File: config.mk
export PLATFORM = sky130hd
export DESIGN_NAME = zxdma_ctrl
export DESIGN_NICKNAME = d
export VERILOG_FILES = /design/src/rtl/zxdma_ctrl.sv
export SDC_FILE = /design/constraint.sdc
export NUM_CORES = 1
export LEC_CHECK = 0
export CAP_MARGIN = 10
export CORE_MARGIN = 4
export CORE_UTILIZATION = 48
export DETAILED_ROUTE_END_ITERATION = 10
export PLACE_DENSITY_LB_ADDON = 0.25
export SYNTH_ARGS = -nofsm -noshare
export SYNTH_HDL_FRONTEND = slang
export SYNTH_SLANG_ARGS = --single-unit
File: constraint.sdc
create_clock -name cpu_clock -period 3.8 [get_ports cpu_clock]
set_clock_uncertainty 0.1 [all_clocks]
set_input_delay 0.76 -clock cpu_clock [delete_from_list [all_inputs] [get_ports cpu_clock]]
set_output_delay 0.76 -clock cpu_clock [all_outputs]
set_load 0.01 [all_outputs]
File: src/rtl/zxdma_ctrl.sv
// ZX-side DMA sequencer: synchronises the ZX DMA strobes, holds ZX /WAIT while a
// single-byte NGS memory access is arbitrated, and counts completed transfers.

module zxdma_sync #(
  parameter int STAGES = 2
) (
  input  logic cpu_clock,
  input  logic rst_n,
  input  logic d,
  output logic q
);
  logic [STAGES-1:0] sync_pipe;

  always_ff @(posedge cpu_clock or negedge rst_n) begin
    if (!rst_n) sync_pipe <= '0;
    else        sync_pipe <= {sync_pipe[STAGES-2:0], d};
  end

  assign q = sync_pipe[STAGES-1];
endmodule

module zxdma_ctrl #(
  parameter int PAGE_W = 5
) (
  input  logic                 cpu_clock,
  input  logic                 rst_n,
  input  logic                 dma_on,
  input  logic [PAGE_W-1:0]    dma_page,
  input  logic [13:0]          zxaddr,
  input  logic                 dmaread,
  input  logic                 dmawrite,
  input  logic [7:0]           dma_data_written,
  output logic [7:0]           dma_data_toberead,
  output logic                 wait_ena,
  output logic                 mem_req,
  output logic                 mem_we,
  output logic [PAGE_W+13:0]   mem_addr,
  output logic [7:0]           mem_wdata,
  input  logic [7:0]           mem_rdata,
  input  logic                 mem_ack,
  output logic                 dma_busy,
  output logic [15:0]          dma_count,
  input  logic                 count_clr
);
  localparam int NUM_STROBES = 2;

  typedef enum logic [2:0] {
    IDLE    = 3'd0,
    RD_REQ  = 3'd1,
    RD_HOLD = 3'd2,
    WR_HOLD = 3'd3,
    WR_REQ  = 3'd4
  } state_t;

  state_t                 state;
  logic [NUM_STROBES-1:0] strobe_a;
  logic [NUM_STROBES-1:0] strobe_s;
  logic                   rd_s;
  logic                   wr_s;
  logic                   ack_ok;

  // Strobes are level-sensitive, so plain 2-flop synchronisers cannot lose a request.
  assign strobe_a = {dmawrite, dmaread};

  for (genvar i = 0; i < NUM_STROBES; i++) begin : g_sync
    zxdma_sync #(.STAGES(2)) u_sync (
      .cpu_clock (cpu_clock),
      .rst_n     (rst_n),
      .d         (strobe_a[i]),
      .q         (strobe_s[i])
    );
  end

  assign rd_s = strobe_s[0];
  assign wr_s = strobe_s[1];

  assign ack_ok   = mem_ack & ((state == RD_REQ) | (state == WR_REQ));
  assign wait_ena = dma_on & ((state == IDLE) | (state == RD_REQ) | (state == WR_REQ));

  always_ff @(posedge cpu_clock or negedge rst_n) begin
    if (!rst_n) begin
      state             <= IDLE;
      mem_req           <= 1'b0;
      mem_we            <= 1'b0;
      mem_addr          <= '0;
      mem_wdata         <= '0;
      dma_data_toberead <= 8'h00;
      dma_busy          <= 1'b0;
    end else begin
      case (state)
        IDLE: begin
          if (dma_on && rd_s) begin
            mem_addr <= {dma_page, zxaddr};
            mem_we   <= 1'b0;
            mem_req  <= 1'b1;
            state    <= RD_REQ;
            dma_busy <= 1'b1;
          end else if (dma_on && wr_s) begin
            mem_addr <= {dma_page, zxaddr};
            mem_we   <= 1'b1;
            state    <= WR_HOLD;
            dma_busy <= 1'b1;
          end
        end
        RD_REQ: begin
          // A grant in the same cycle as dma_on falling still delivers its byte.
          if (mem_ack) begin
            dma_data_toberead <= mem_rdata;
            mem_req           <= 1'b0;
            state             <= dma_on ? RD_HOLD : IDLE;
            dma_busy          <= dma_on;
          end else if (!dma_on) begin
            mem_req  <= 1'b0;
            state    <= IDLE;
            dma_busy <= 1'b0;
          end
        end
        RD_HOLD: begin
          if (!rd_s || !dma_on) begin
            state    <= IDLE;
            dma_busy <= 1'b0;
          end
        end
        WR_HOLD: begin
          if (!dma_on) begin
            state    <= IDLE;
            dma_busy <= 1'b0;
          end else if (!wr_s) begin
            mem_wdata <= dma_data_written;
            mem_req   <= 1'b1;
            state     <= WR_REQ;
          end
        end
        WR_REQ: begin
          // Posted write always completes, even if dma_on has dropped.
          if (mem_ack) begin
            mem_req  <= 1'b0;
            state    <= IDLE;
            dma_busy <= 1'b0;
          end
        end
        default: begin
          mem_req  <= 1'b0;
          state    <= IDLE;
          dma_busy <= 1'b0;
        end
      endcase
    end
  end

  always_ff @(posedge cpu_clock or negedge rst_n) begin
    if (!rst_n)         dma_count <= '0;
    else if (count_clr) dma_count <= '0;
    else if (ack_ok)    dma_count <= dma_count + 16'd1;
  end
endmodule

Yosys cells after proc, flatten, opt, wreduce, memory -nomap -nowiden
Cells that the tools add are included.
{"block": "totals", "regBits": 61, "output_inout_bits": 55, "word_cells": 72}
{"block": "op_classes", "n_addsub": 1, "n_eq_ne": 12, "muxes": 28, "bitwise": 7, "reduce_logical": 14}
{"op": "two-way mux 19 bit", "count": 2}
{"op": "two-way mux 16 bit", "count": 2}
{"op": "two-way mux 3 bit", "count": 8}
{"op": "adder 16 x 1 -> 16 bit (second input constant)", "count": 1}
{"op": "one-hot mux 3 bit (5 select lines)", "count": 1}
{"op": "two-way mux 1 bit", "count": 12}
{"op": "one-hot mux 1 bit (5 select lines)", "count": 2}
{"op": "!= test 2 bit (second input constant)", "count": 4}
{"op": "== test 3 x 2 -> 1 bit (second input constant)", "count": 2}
{"op": "!= test 3 bit (second input constant)", "count": 2}
{"op": "AND reduction 3 bit", "count": 2}
{"op": "AND reduction 6 bit", "count": 1}
{"op": "AND reduction 5 bit", "count": 1}
{"op": "AND reduction 2 bit", "count": 2}
{"op": "nonzero test 2 bit", "count": 2}
{"op": "== test 3 x 1 -> 1 bit (second input constant)", "count": 1}
{"op": "== test 3 bit (second input constant)", "count": 1}
{"op": "zero test 3 bit", "count": 1}
{"op": "!= test 3 x 1 -> 1 bit (second input constant)", "count": 1}
{"op": "bitwise OR 1 bit", "count": 3}
{"op": "AND 1 bit", "count": 2}
{"op": "logical AND 1 bit", "count": 2}
{"op": "zero test 1 bit", "count": 2}
{"op": "two-way mux 2 bit", "count": 1}
{"op": "other kinds (3)", "count": 4}

Longest topological paths before layout
Gate-level depths: netlist of the first run.
{"block": "depth", "word_depth": 5, "depth_mapped": 6, "mapped_depth_nobuf": 5}

Hierarchy
From an unflattened synthesis of the first run, not the netlist that was laid out.
{"block": "hier_totals", "hier_cells": 213, "hier_area_um2": 2616.3}
{"mod": "zxdma_ctrl", "n_inst": 1, "cells_each": 209, "area_per_inst_um2": 2516.2, "seq_area_each_um2": 1426.4}
{"mod": "zxdma_sync", "n_inst": 2, "cells_each": 2, "area_per_inst_um2": 50.0, "seq_area_each_um2": 50.0}

Worst setup path after synthesis of the first run
Ideal clock, no wire load.
{"block": "synth_timing", "path_type": "input port to flip-flop", "startpoint": "input dma_on", "endpoint": "register mem_addr[0]", "setup_time_ps": 125, "arrival_time_ps": 2078, "t_required_ps": 3575, "path_slack_ps": 1497, "path_stages": 5, "path_buffers": 2, "path_cell_list": "clkbuf_1 > nand2b_1 > nor4_1 > clkbuf_1 > mux2_2"}
{"block": "synth_between", "elab_chain_len": 3, "word_cells_on_any_way": 5, "cone_classes": "1 x mux; 4 x reduce/logical"}
{"item": "start: declaration", "line": "27", "source": "input logic dma_on,"}
{"item": "logical AND 1 bit, on equally long branches", "line": "92, 98"}
{"item": "nonzero test 2 bit (no source line)"}
{"item": "AND reduction 2 bit (no source line)"}
{"item": "end signal: assignment", "line": "93", "source": "mem_addr <= {dma_page, zxaddr};"}
{"item": "end signal: assignment", "line": "99", "source": "mem_addr <= {dma_page, zxaddr};"}
{"item": "end: declaration", "line": "37", "source": "output logic [PAGE_W+13:0] mem_addr,"}
Parallel ways exist; a longest one is shown, timed or not.
A chain may end at the register's enable or synchronous reset.

Worst setup path in the final report of the first run
{"block": "layout_timing", "startpoint": "input dma_on", "endpoint": "output wait_ena"}
{"block": "layout_between", "elab_chain_len": 1}
{"item": "AND 1 bit", "line": "78", "source": "assign wait_ena = dma_on & ((state == IDLE) | (state == RD_REQ) | (state == WR_REQ));"}
{"item": "end: declaration", "line": "34", "source": "output logic wait_ena,"}
Every way passes these cells.

==> out/qor.csv, run 1 <==
stage;metric;value;unit
critical_path;critPathMaxFanout;10;
cts;holdBufCountCts;0;
power_and_ir_drop;fin_total_pwr;2580;uW
cts;clockBufferDepth;2;
placement;portBuffers;96;
flow_run;drv_cap;0;
cts;htree_levels;3;
synthesis;ys_warn_count;0;
die;rows;26;
routing;vias;2078;
cts;cts_sinks;61;
routing;first_pass_iters;4;
global_routing;grt_pass1_vias;2178;
critical_path;cp_cell_sequence;clkdlybuf4s50_1 > and3_1 > clkdlybuf4s50_1;
sta;relSlewSlack;51.0;%
cts;cts_root_buf;clkbuf_8;
global_routing;grt_pass1_wl;10100;um
critical_path;cp.buffers_inverters;2;
sta;hold_viol_final;0;
sta;setup_violations;0;
cts;cts_tree;yes;
power_and_ir_drop;p_switching;778;uW
die;dieArea;6770;sq um
power_and_ir_drop;p_per_area;668;nW/um^2
cts;cts_resized;0;
routing;wirelength;6290;um
placement;dp_hpwl;4640;um
synthesis;yosysTopAreaCellShare;57.7;%
sta;period_needed;3060;ps
critical_path;ff2ff_path_depth;4;
worst_hold_path;min_path_type;reg -> reg;
final_layout;drive_gt1_share;16.7;%
power_and_ir_drop;combPwrFrac;38.6;%
final_layout;mostFrequentLayoutCells;clkdlybuf4s50_1, dfrtp_1, mux2_2;
sta;maxSlewViolCount;0;
synthesis;ys_seq_area_share;57.7;%
critical_path;crit_required;2940;ps
sta;grt_setup_unrepaired;no;
synthesis;yosysTopAreaCell;dfrtp_1;
synthesis;ys_types;39;
final_layout;fin_area;3870;sq um
synthesis;yosys-top-cells-area;dfrtp_1, mux2_2, a21oi_1;
final_layout;insertedDiodeCount;0;
critical_path;crit_end;wait_ena;
final_layout;fin_nets;362;
power_and_ir_drop;p_sw_share;30.1;%
routing;drc;0;
critical_path;cp-startpoint;dma_on;
critical_path;worst_path_dominant_cell_family;buffers and inverters;
power_and_ir_drop;p_leak;0.00157;uW
critical_path;cpMostUsedCell;clkdlybuf4s50_1;
sta;worst_slew_pin_slew;732;ps
synthesis;ys.flop_type;dfrtp_1;
critical_path;cpPeakStageDelay;650;ps
power_and_ir_drop;peakVddDrop;417;uV
cts;cts_buffers;9;
cts;clkTransAtPathRegs;60;ps
global_routing;antenna_found_initial;0;
final_layout;final_common_cell;clkdlybuf4s50_1;
outcome;status;finished, final reports clean;
routing;drt_iter0_markers;51;
cts;post_cts_buffers;0;
placement;gp_congestion;0.808;
global_routing;grt.overflow.total;0;
power_and_ir_drop;clkPwrFrac;21.4;%
sta;tns;0;ps
power_and_ir_drop;seqPwrFrac;39.9;%
die;pin_count;97;
critical_path;r2r_setup_slack;1500;ps
synthesis;synth-edff-count;0;
synthesis;syn-num-nets;263;
routing;ant_nets;0;
critical_path;timing.rr.start;state[0];
cts;clk_latency;330;ps
placement;dpl_cell_area;3680;sq um
die;core;5240;sq um
critical_path;regToRegEndpoint;dma_count[15];
sta;fin_crit_sh;80.5;%
final_layout;synthToLayoutAreaGrowth;46.1;%
critical_path;cp-end-kind;primary output;
power_and_ir_drop;internal_power;1800;uW
synthesis;async_flop_share;100;%
critical_path;critPathSlowestCell;clkdlybuf4s50_1;
global_routing;grtUsageTotal;20.2;%
synthesis;syn_area;2650;sq um
die;die_w;82.3;um
critical_path;start_kind;input port;
critical_path;cp_data_arrival_time;2200;ps
die;start_util;50.5;%
synthesis;synth-seq-cells;61;
critical_path;critPathKind;in -> out;
synthesis;syn_avg_cell_area;12.0;sq um
routing;wire_per_inst;16.0;um
critical_path;crit_cells;3;
sta;fmax;327;MHz
routing;via_per_inst;5.27;
die;die_height;82.3;um
synthesis;syn_inst;220;
global_routing;grt_max_degree;34;
-- layer usage --
| metal | track usage (%) | wire, um |
|---|---|---|
| met5 | 0 | 0 |
| met4 | 9.63 | 104 |
| met3 | 6.07 | 390 |
| met2 | 34.1 | 3340 |
| met1 | 23.3 | 2460 |
-- how the worst min path moves through the flow --
stage	startpoint	end	depth (start not counted)
global route	g_sync[1].u_sync.sync_pipe[0]	g_sync[1].u_sync.sync_pipe[1]	0
floorplan	g_sync[0].u_sync.sync_pipe[0]	g_sync[0].u_sync.sync_pipe[1]	0
detailed placement	g_sync[1].u_sync.sync_pipe[0]	g_sync[1].u_sync.sync_pipe[1]	0
finish	g_sync[1].u_sync.sync_pipe[0]	g_sync[1].u_sync.sync_pipe[1]	0
global placement	g_sync[0].u_sync.sync_pipe[0]	g_sync[0].u_sync.sync_pipe[1]	0
CTS	g_sync[1].u_sync.sync_pipe[0]	g_sync[1].u_sync.sync_pipe[1]	0
-- Yosys cell counts (all sizes together) (2+ instances only) --
cell    count
nand3       6
buf         4
and4        2
nand4       3
nor2b       3
o31ai       4
a21oi      18
nor2       13
xnor2       5
xor2        5
nor3        4
nor3b       2
dfrtp      61
nand2b      4
inv         3
nor4        2
clkbuf      7
nand2       7
o21ai       8
and3        2
mux2       36
or4         4
or3         4
-- flip-flops by register name, summed over array words and instances (netlist names) --
register                 count
g_sync.u_sync.sync_pipe      4
dma_count                   16
mem_addr                    19
mem_wdata                    8
mem_req                      1
dma_busy                     1
dma_data_toberead            8
state                        3
mem_we                       1
-- power groups by stage --
stage	Clock (uW)	Sequential [uW]	Combinational, uW
6_report	554	1030	998
5_1_grt	601	1060	1080
4_1_cts	573	1030	1020
3_5_place_dp	0	1040	1010
3_3_place_gp	0	1020	986
2_1_floorplan	0	1080	388
-- final cells by class --
class | count | area (sq um)
fill | 369 | 1370
clock buffer | 11 | 141
tap | 70 | 87.6
sequential | 61 | 1530
timing repair buffer | 99 | 978
clock inverter | 5 | 50.0
multi-input combinational | 145 | 1070
inverter | 3 | 11.3
-- kinds of logic (layout without fill, tap and decap cells) --
group,after synthesis,count (layout),share of synthesized area (%)
buf+inv,14,118,2.08
mux,36,36,15.3
flops,61,61,57.7
fa+ha+maj,1,1,0.473
simple gates,62,62,13.4
compound gates,36,36,7.75
xor+xnor,10,10,3.31
-- through the flow --
step | util, % | instances | hold slack (ps) | setup WS, ps
2_1_floorplan | - | 220 | 231 | 1500
4_1_cts | 73.8 | 394 | 250 | 741
3_5_place_dp | 70.2 | 378 | 236 | 787
5_1_grt | 73.8 | 394 | 254 | 687
6_report | 73.8 | 394 | 248 | 741
3_3_place_gp | 70.2 | 378 | 232 | 806
No activity file was read; power rests on OpenSTA's default activity.
==> run 2, diff against run 1 <==
CORE_UTILIZATION = 40   (was 48)
clock period = 2.7 ns   (was 3.8 ns; I/O delays follow)
==> run 2 against run 1 <==
Sequential power increased by 35%. Combinational power increased by 47%. Highest routed layer unchanged. Sequential share of layout area decreased by 0.49 points. Clock power increased by 23%. Global-route usage decreased by 4.0 points. Wire length decreased by 4.7%. Critical path type is now reg -> out. Critical path depth unchanged. Worst setup slack got worse by 420 ps. Utilization decreased by 13 points. Sequential cell count unchanged.
==> out/qor.csv, run 2 (synthesized netlist as in run 1, its figures left out) <==
stage;metric;value;unit;change
outcome;status;finished, final reports clean;;unchanged
final_layout;regMostFlops;mem_addr;;unchanged
critical_path;r2r_setup_slack;560;ps;was 1500 ps
critical_path;cpPeakStageDelay;640;ps;was 650 ps
die;start_util;41.5;%;was 50.5%
cts;clockBufferDepth;2;;unchanged
sta;fin_crit_sh;88.2;%;
placement;dp_hpwl;4420;um;was 4640 um
sta;maxSlewViolCount;0;;unchanged
power_and_ir_drop;peakVddDrop;583;uV;was 417 uV
critical_path;critPathMaxFanout;15;;was 10
die;rows;29;;was 26
global_routing;antenna_found_initial;0;;unchanged
final_layout;insertedDiodeCount;0;;unchanged
critical_path;start_kind;flop;;was input port
cts;cts_resized;0;;unchanged
power_and_ir_drop;p_leak;0.00159;uW;was 0.00157 uW
cts;post_cts_buffers;0;;unchanged
cts;cts_root_buf;clkbuf_8;;unchanged
die;dieArea;7980;sq um;was 6770 sq um
critical_path;worst_path_dominant_cell_family;flip-flops;;was buffers and inverters
cts;cts_sinks;61;;unchanged
power_and_ir_drop;fin_total_pwr;3540;uW;was 2580 uW
routing;first_pass_iters;4;;unchanged
sta;hold_viol_final;0;;unchanged
power_and_ir_drop;clkPwrFrac;19.2;%;was 21.4%
critical_path;cp.buffers_inverters;1;;was 2
sta;period_needed;2380;ps;
sta;fmax;420;MHz;
final_layout;final_common_cell;clkdlybuf4s50_1;;unchanged
final_layout;drive_gt1_share;18.7;%;was 16.7%
power_and_ir_drop;internal_power;2450;uW;was 1800 uW
routing;drt_iter0_markers;66;;was 51
final_layout;reg_top3;mem_addr x19, dma_count x16;;unchanged
critical_path;ff2ff_path_depth;4;;unchanged
die;pin_count;97;;unchanged
final_layout;largest_reg_flops;19;;unchanged
sta;grt_setup_unrepaired;no;;unchanged
placement;gp_congestion;0.764;;was 0.808
critical_path;cp-end-kind;primary output;;unchanged
die;die_w;89.4;um;was 82.3 um
global_routing;grt_max_degree;40;;was 34
critical_path;critPathSlowestCell;dfrtp_1;;was clkdlybuf4s50_1
final_layout;fin_nets;369;;was 362
cts;cts_tree;yes;;unchanged
routing;vias;2103;;was 2,078
critical_path;cp_cell_sequence;nand2_1 > and3_1 > clkdlybuf4s50_1;;was clkdlybuf4s50_1 > and3_1 > clkdlybuf4s50_1
final_layout;synthToLayoutAreaGrowth;47.9;%;was 46.1%
routing;wire_per_inst;14.7;um;was 16.0 um
cts;htree_levels;3;;unchanged
critical_path;timing.rr.start;state[2];;was state[0]
critical_path;regToRegEndpoint;dma_count[15];;unchanged
die;die_height;89.4;um;was 82.3 um
power_and_ir_drop;p_switching;1090;uW;was 778 uW
final_layout;mostFrequentLayoutCells;clkdlybuf4s50_1, dfrtp_1, mux2_2;;unchanged
power_and_ir_drop;p_sw_share;30.8;%;was 30.1%
global_routing;grt_pass1_wl;9900;um;was 10,100 um
cts;clk_latency;330;ps;about the same
critical_path;critPathKind;reg -> out;;was in -> out
power_and_ir_drop;p_per_area;904;nW/um^2;was 668 nW/um^2
sta;setup_violations;0;;unchanged
cts;cts_buffers;9;;unchanged
cts;holdBufCountCts;0;;unchanged
sta;relSlewSlack;61.3;%;was 51.0%
critical_path;cp-startpoint;state[2];;was dma_on
sta;tns;0;ps;unchanged
global_routing;grtUsageTotal;16.2;%;was 20.2%
global_routing;grt_pass1_vias;2118;;was 2,178
routing;drc;0;;unchanged
critical_path;cp_data_arrival_time;1740;ps;was 2200 ps
cts;clkTransAtPathRegs;70;ps;was 60 ps
placement;portBuffers;96;;unchanged
routing;ant_nets;0;;unchanged
global_routing;grt.overflow.total;0;;unchanged
die;core;6390;sq um;was 5240 sq um
routing;via_per_inst;5.15;;was 5.27
power_and_ir_drop;combPwrFrac;41.6;%;was 38.6%
critical_path;crit_required;2060;ps;was 2940 ps
flow_run;drv_cap;0;;unchanged
worst_hold_path;min_path_type;in -> async;;was reg -> reg
routing;wirelength;5990;um;was 6290 um
sta;worst_slew_pin_slew;578;ps;was 732 ps
power_and_ir_drop;seqPwrFrac;39.2;%;was 39.9%
[run 2: changes by cell type in the layout (fill, tap and decap cells not counted)]
cell,delta
buf_4,+6
bufinv_16,-1
buf_12,+1
clkbuf_1,-1
clkbuf_8,-1
clkinvlp_4,+3
[run 2: metrics by stage]
step,util (%),setup WS [ps],cell area (sq um),hold WS [ps],cells
after floorplan,-,617,2650,144,220
after global placement,58.7,212,3750,232,392
after detailed placement,58.7,144,3750,236,392
after CTS,61.3,287,3920,105,408
after global routing,61.3,215,3920,137,408
final,61.3,317,3920,91.0,408
[run 2: layer usage]
metal	GRT usage [%]	share of wire (%)	up-vias
met5	0	0	-
met4	7.58	1.9	0
met3	6.18	8.3	9
met2	25.0	48	72
met1	20.1	42	1017
li1	-	-	1005
[run 2: worst max-delay path by stage]
stage,to,slack (ps),cells after the start
2_1_floorplan,mem_addr[0],620,5
3_3_place_gp,dma_count[15],210,5
3_5_place_dp,dma_count[15],140,5
4_1_cts,wait_ena,290,3
5_1_grt,wait_ena,210,3
6_report,wait_ena,320,3
[run 2: area by class of cell]
type | count | area (sq um)
Clock inverter | 7 | 42.5
Sequential cell | 61 | 1530
Multi-Input combinational cell | 145 | 1070
Timing Repair Buffer | 106 | 1040
Fill cell | 516 | 2470
Inverter | 3 | 11.3
Tap cell | 77 | 96.3
Clock buffer | 9 | 124
[run 2: power by group through the flow]
stage	Sequential, uW	Combinational, uW	Clock [uW]
6_report	1390	1470	679
5_1_grt	1430	1610	751
4_1_cts	1390	1500	702
3_5_place_dp	1410	1490	0
3_3_place_gp	1390	1480	0
2_1_floorplan	1520	545	0
==> run 3, diff against run 2 <==
CORE_UTILIZATION = 44   (was 40)
clock period = 2.48 ns   (was 2.7 ns; I/O delays follow)
==> run 3 against run 2 <==
Critical path depth unchanged. Utilization increased by 8.3 points. Hold slack got worse by 45 ps. Sequential power increased by 9%. Register-to-register slack got worse by 60 ps. Cell area increased by 0.89%. Final cell count decreased by 0.98%. Die area decreased by 8.3%. Sequential cell count unchanged. Non-clock buffer count increased by 2.
==> out/qor.csv, run 3 (synthesized netlist as in run 1, its figures left out) <==
stage;metric;value;unit;change
power_and_ir_drop;internal_power;2820;uW;was 2450 uW
sta;whs;46.5;ps;was 91.0 ps
die;start_util;46.6;%;was 41.5%
cts;cts_sinks;61;;unchanged
sta;relSlewSlack;60.9;%;was 61.3%
critical_path;cp_cell_sequence;clkdlybuf4s50_1 > and3_1 > clkdlybuf4s50_1;;was nand2_1 > and3_1 > clkdlybuf4s50_1
critical_path;cp-end-kind;primary output;;unchanged
global_routing;grt.overflow.total;0;;unchanged
cts;post_cts_buffers;0;;unchanged
global_routing;met3_usage;5.67;%;was 6.18%
final_layout;fin_nets;371;;was 369
final_layout;reg_top3;mem_addr x19, dma_count x16;;unchanged
power_and_ir_drop;p_leak;0.00162;uW;was 0.00159 uW
placement;portBuffers;96;;unchanged
critical_path;critPathMaxFanout;3;;was 15
final_layout;fillers;427;;was 516
final_layout;synthToLayoutAreaGrowth;49.2;%;was 47.9%
sta;tns;0;ps;unchanged
global_routing;grt_use_met2;29.6;%;was 25.0%
die;core;5680;sq um;was 6390 sq um
sta;fin_crit_sh;92.1;%;
power_and_ir_drop;seqPwrFrac;38.1;%;was 39.2%
critical_path;cp.buffers_inverters;2;;was 1
die;die_w;85.6;um;was 89.4 um
critical_path;start_kind;input port;;was flop
placement;gp_congestion;0.784;;was 0.764
critical_path;crit_cells;3;;unchanged
die;dieArea;7320;sq um;was 7980 sq um
sta;maxSlewViolCount;0;;unchanged
final_layout;final_common_cell;clkdlybuf4s50_1;;unchanged
power_and_ir_drop;clkPwrFrac;21.7;%;was 19.2%
routing;first_pass_iters;4;;unchanged
final_layout;largest_reg_flops;19;;unchanged
die;rows;27;;was 29
critical_path;worst_path_dominant_cell_family;buffers and inverters;;was flip-flops
sta;period_needed;2290;ps;
cts;cts_resized;0;;unchanged
global_routing;antenna_found_initial;0;;unchanged
placement;dp_hpwl;4540;um;was 4420 um
cts;clockBufferDepth;2;;unchanged
critical_path;crit_required;1880;ps;was 2060 ps
final_layout;fin_util;69.6;%;was 61.3%
die;pin_count;97;;unchanged
cts;clkTransAtPathRegs;60;ps;was 70 ps
power_and_ir_drop;p_sw_share;29.2;%;was 30.8%
die;die_height;85.6;um;was 89.4 um
routing;ant_nets;0;;unchanged
cts;cts_root_buf;clkbuf_8;;unchanged
global_routing;grt.busiest_layer;met2;;unchanged
final_layout;mostFrequentLayoutCells;clkdlybuf4s50_1, dfrtp_1, mux2_2;;unchanged
sta;setup_violations;0;;unchanged
critical_path;cpMostUsedCell;clkdlybuf4s50_1;;
routing;vias;2132;;was 2,103
global_routing;grtUsageTotal;17.9;%;was 16.2%
global_routing;grt_pass1_wl;10300;um;was 9900 um
power_and_ir_drop;p_per_area;1010;nW/um^2;was 904 nW/um^2
critical_path;critPathSlowestCell;clkdlybuf4s50_1;;was dfrtp_1
final_layout;regMostFlops;mem_addr;;unchanged
sta;grt_setup_unrepaired;no;;unchanged
sta;fmax;438;MHz;
power_and_ir_drop;combPwrFrac;40.2;%;was 41.6%
worst_hold_path;min_path_type;in -> async;;unchanged
global_routing;grtUsageMet1;21.2;%;was 20.1%
critical_path;critPathKind;in -> out;;was reg -> out
global_routing;grt_pass1_vias;2219;;was 2,118
critical_path;cp_data_arrival_time;1690;ps;was 1740 ps
cts;holdBufCountCts;0;;unchanged
routing;drc;0;;unchanged
sta;hold_viol_final;0;;unchanged
final_layout;drive_gt1_share;18.1;%;was 18.7%
routing;drt_iter0_markers;91;;was 66
routing;wirelength;6170;um;was 5990 um
power_and_ir_drop;p_switching;1170;uW;was 1090 uW
global_routing;grt_max_degree;41;;was 40
sta;worst_slew_pin_slew;585;ps;was 578 ps
critical_path;ff2ff_path_depth;4;;unchanged
routing;wire_per_inst;15.3;um;was 14.7 um
cts;cts_buffers;9;;unchanged
final_layout;insertedDiodeCount;0;;unchanged
critical_path;r2r_setup_slack;500;ps;was 560 ps
routing;via_per_inst;5.28;;was 5.15
critical_path;cpPeakStageDelay;530;ps;was 640 ps
cts;clk_latency;320;ps;was 330 ps
power_and_ir_drop;peakVddDrop;614;uV;was 583 uV
cts;htree_levels;3;;unchanged
outcome;status;finished, final reports clean;;unchanged
cts;cts_tree;yes;;unchanged
flow_run;drv_cap;0;;unchanged
## run 3: changes by cell type in the layout (fill, tap and decap cells not counted), sizes merged
cell,previous run,this run
bufinv,0,1
clkbuf,9,14
buf,11,13
clkinv,4,0
clkinvlp,3,0
## run 3: per-layer routing
metal / up-vias / part of all wire [%]
li1: 1010 / -
met1: 1047 / 40
met2: 66 / 50
met3: 9 / 7.5
met4: 0 / 2.0
met5: - / 0
## run 3: layout make-up
cell class / count / area [sq um] / share of cell area, %
flip-flops and latches: 61 / 1530 / 38.6
inverters: 3 / 11.3 / 0.285
repair buffers: 108 / 1060 / 26.8
clock inverters: 1 / 30.0 / 0.760
multi-input cells: 145 / 1070 / 27.1
well taps: 72 / 90.1 / 2.28
clock buffers: 14 / 163 / 4.12
## run 3: per-stage QoR
| stage | power, uW | worst slack [ps] | cells | area (sq um) |
|---|---|---|---|---|
| 2_1_floorplan | 2250 | 441 | 220 | 2650 |
| 3_3_place_gp | 3110 | 114 | 389 | 3760 |
| 3_5_place_dp | 3160 | 59.3 | 389 | 3760 |
| 4_1_cts | 4050 | 175 | 404 | 3950 |
| 5_1_grt | 4250 | 107 | 404 | 3950 |
| 6_report | 3990 | 195 | 404 | 3950 |
## run 3: final timing paths
path	startpoint	end
setup reg to reg	state[0]	dma_count[15]
hold reg to reg	g_sync[1].u_sync.sync_pipe[0]	g_sync[1].u_sync.sync_pipe[1]
max in group asynchronous	rst_n	g_sync[1].u_sync.sync_pipe[0]
hold / removal	rst_n	dma_count[12]
setup / recovery	dma_on	wait_ena
min in group cpu_clock	g_sync[1].u_sync.sync_pipe[0]	g_sync[1].u_sync.sync_pipe[1]
## run 3: power groups by stage
stage	registers, uW	logic, uW	clock network (uW)
after global placement	1510	1600	0
after CTS	1520	1630	891
after floorplan	1650	594	0
after global routing	1570	1740	942
after detailed placement	1540	1620	0
final	1520	1600	867
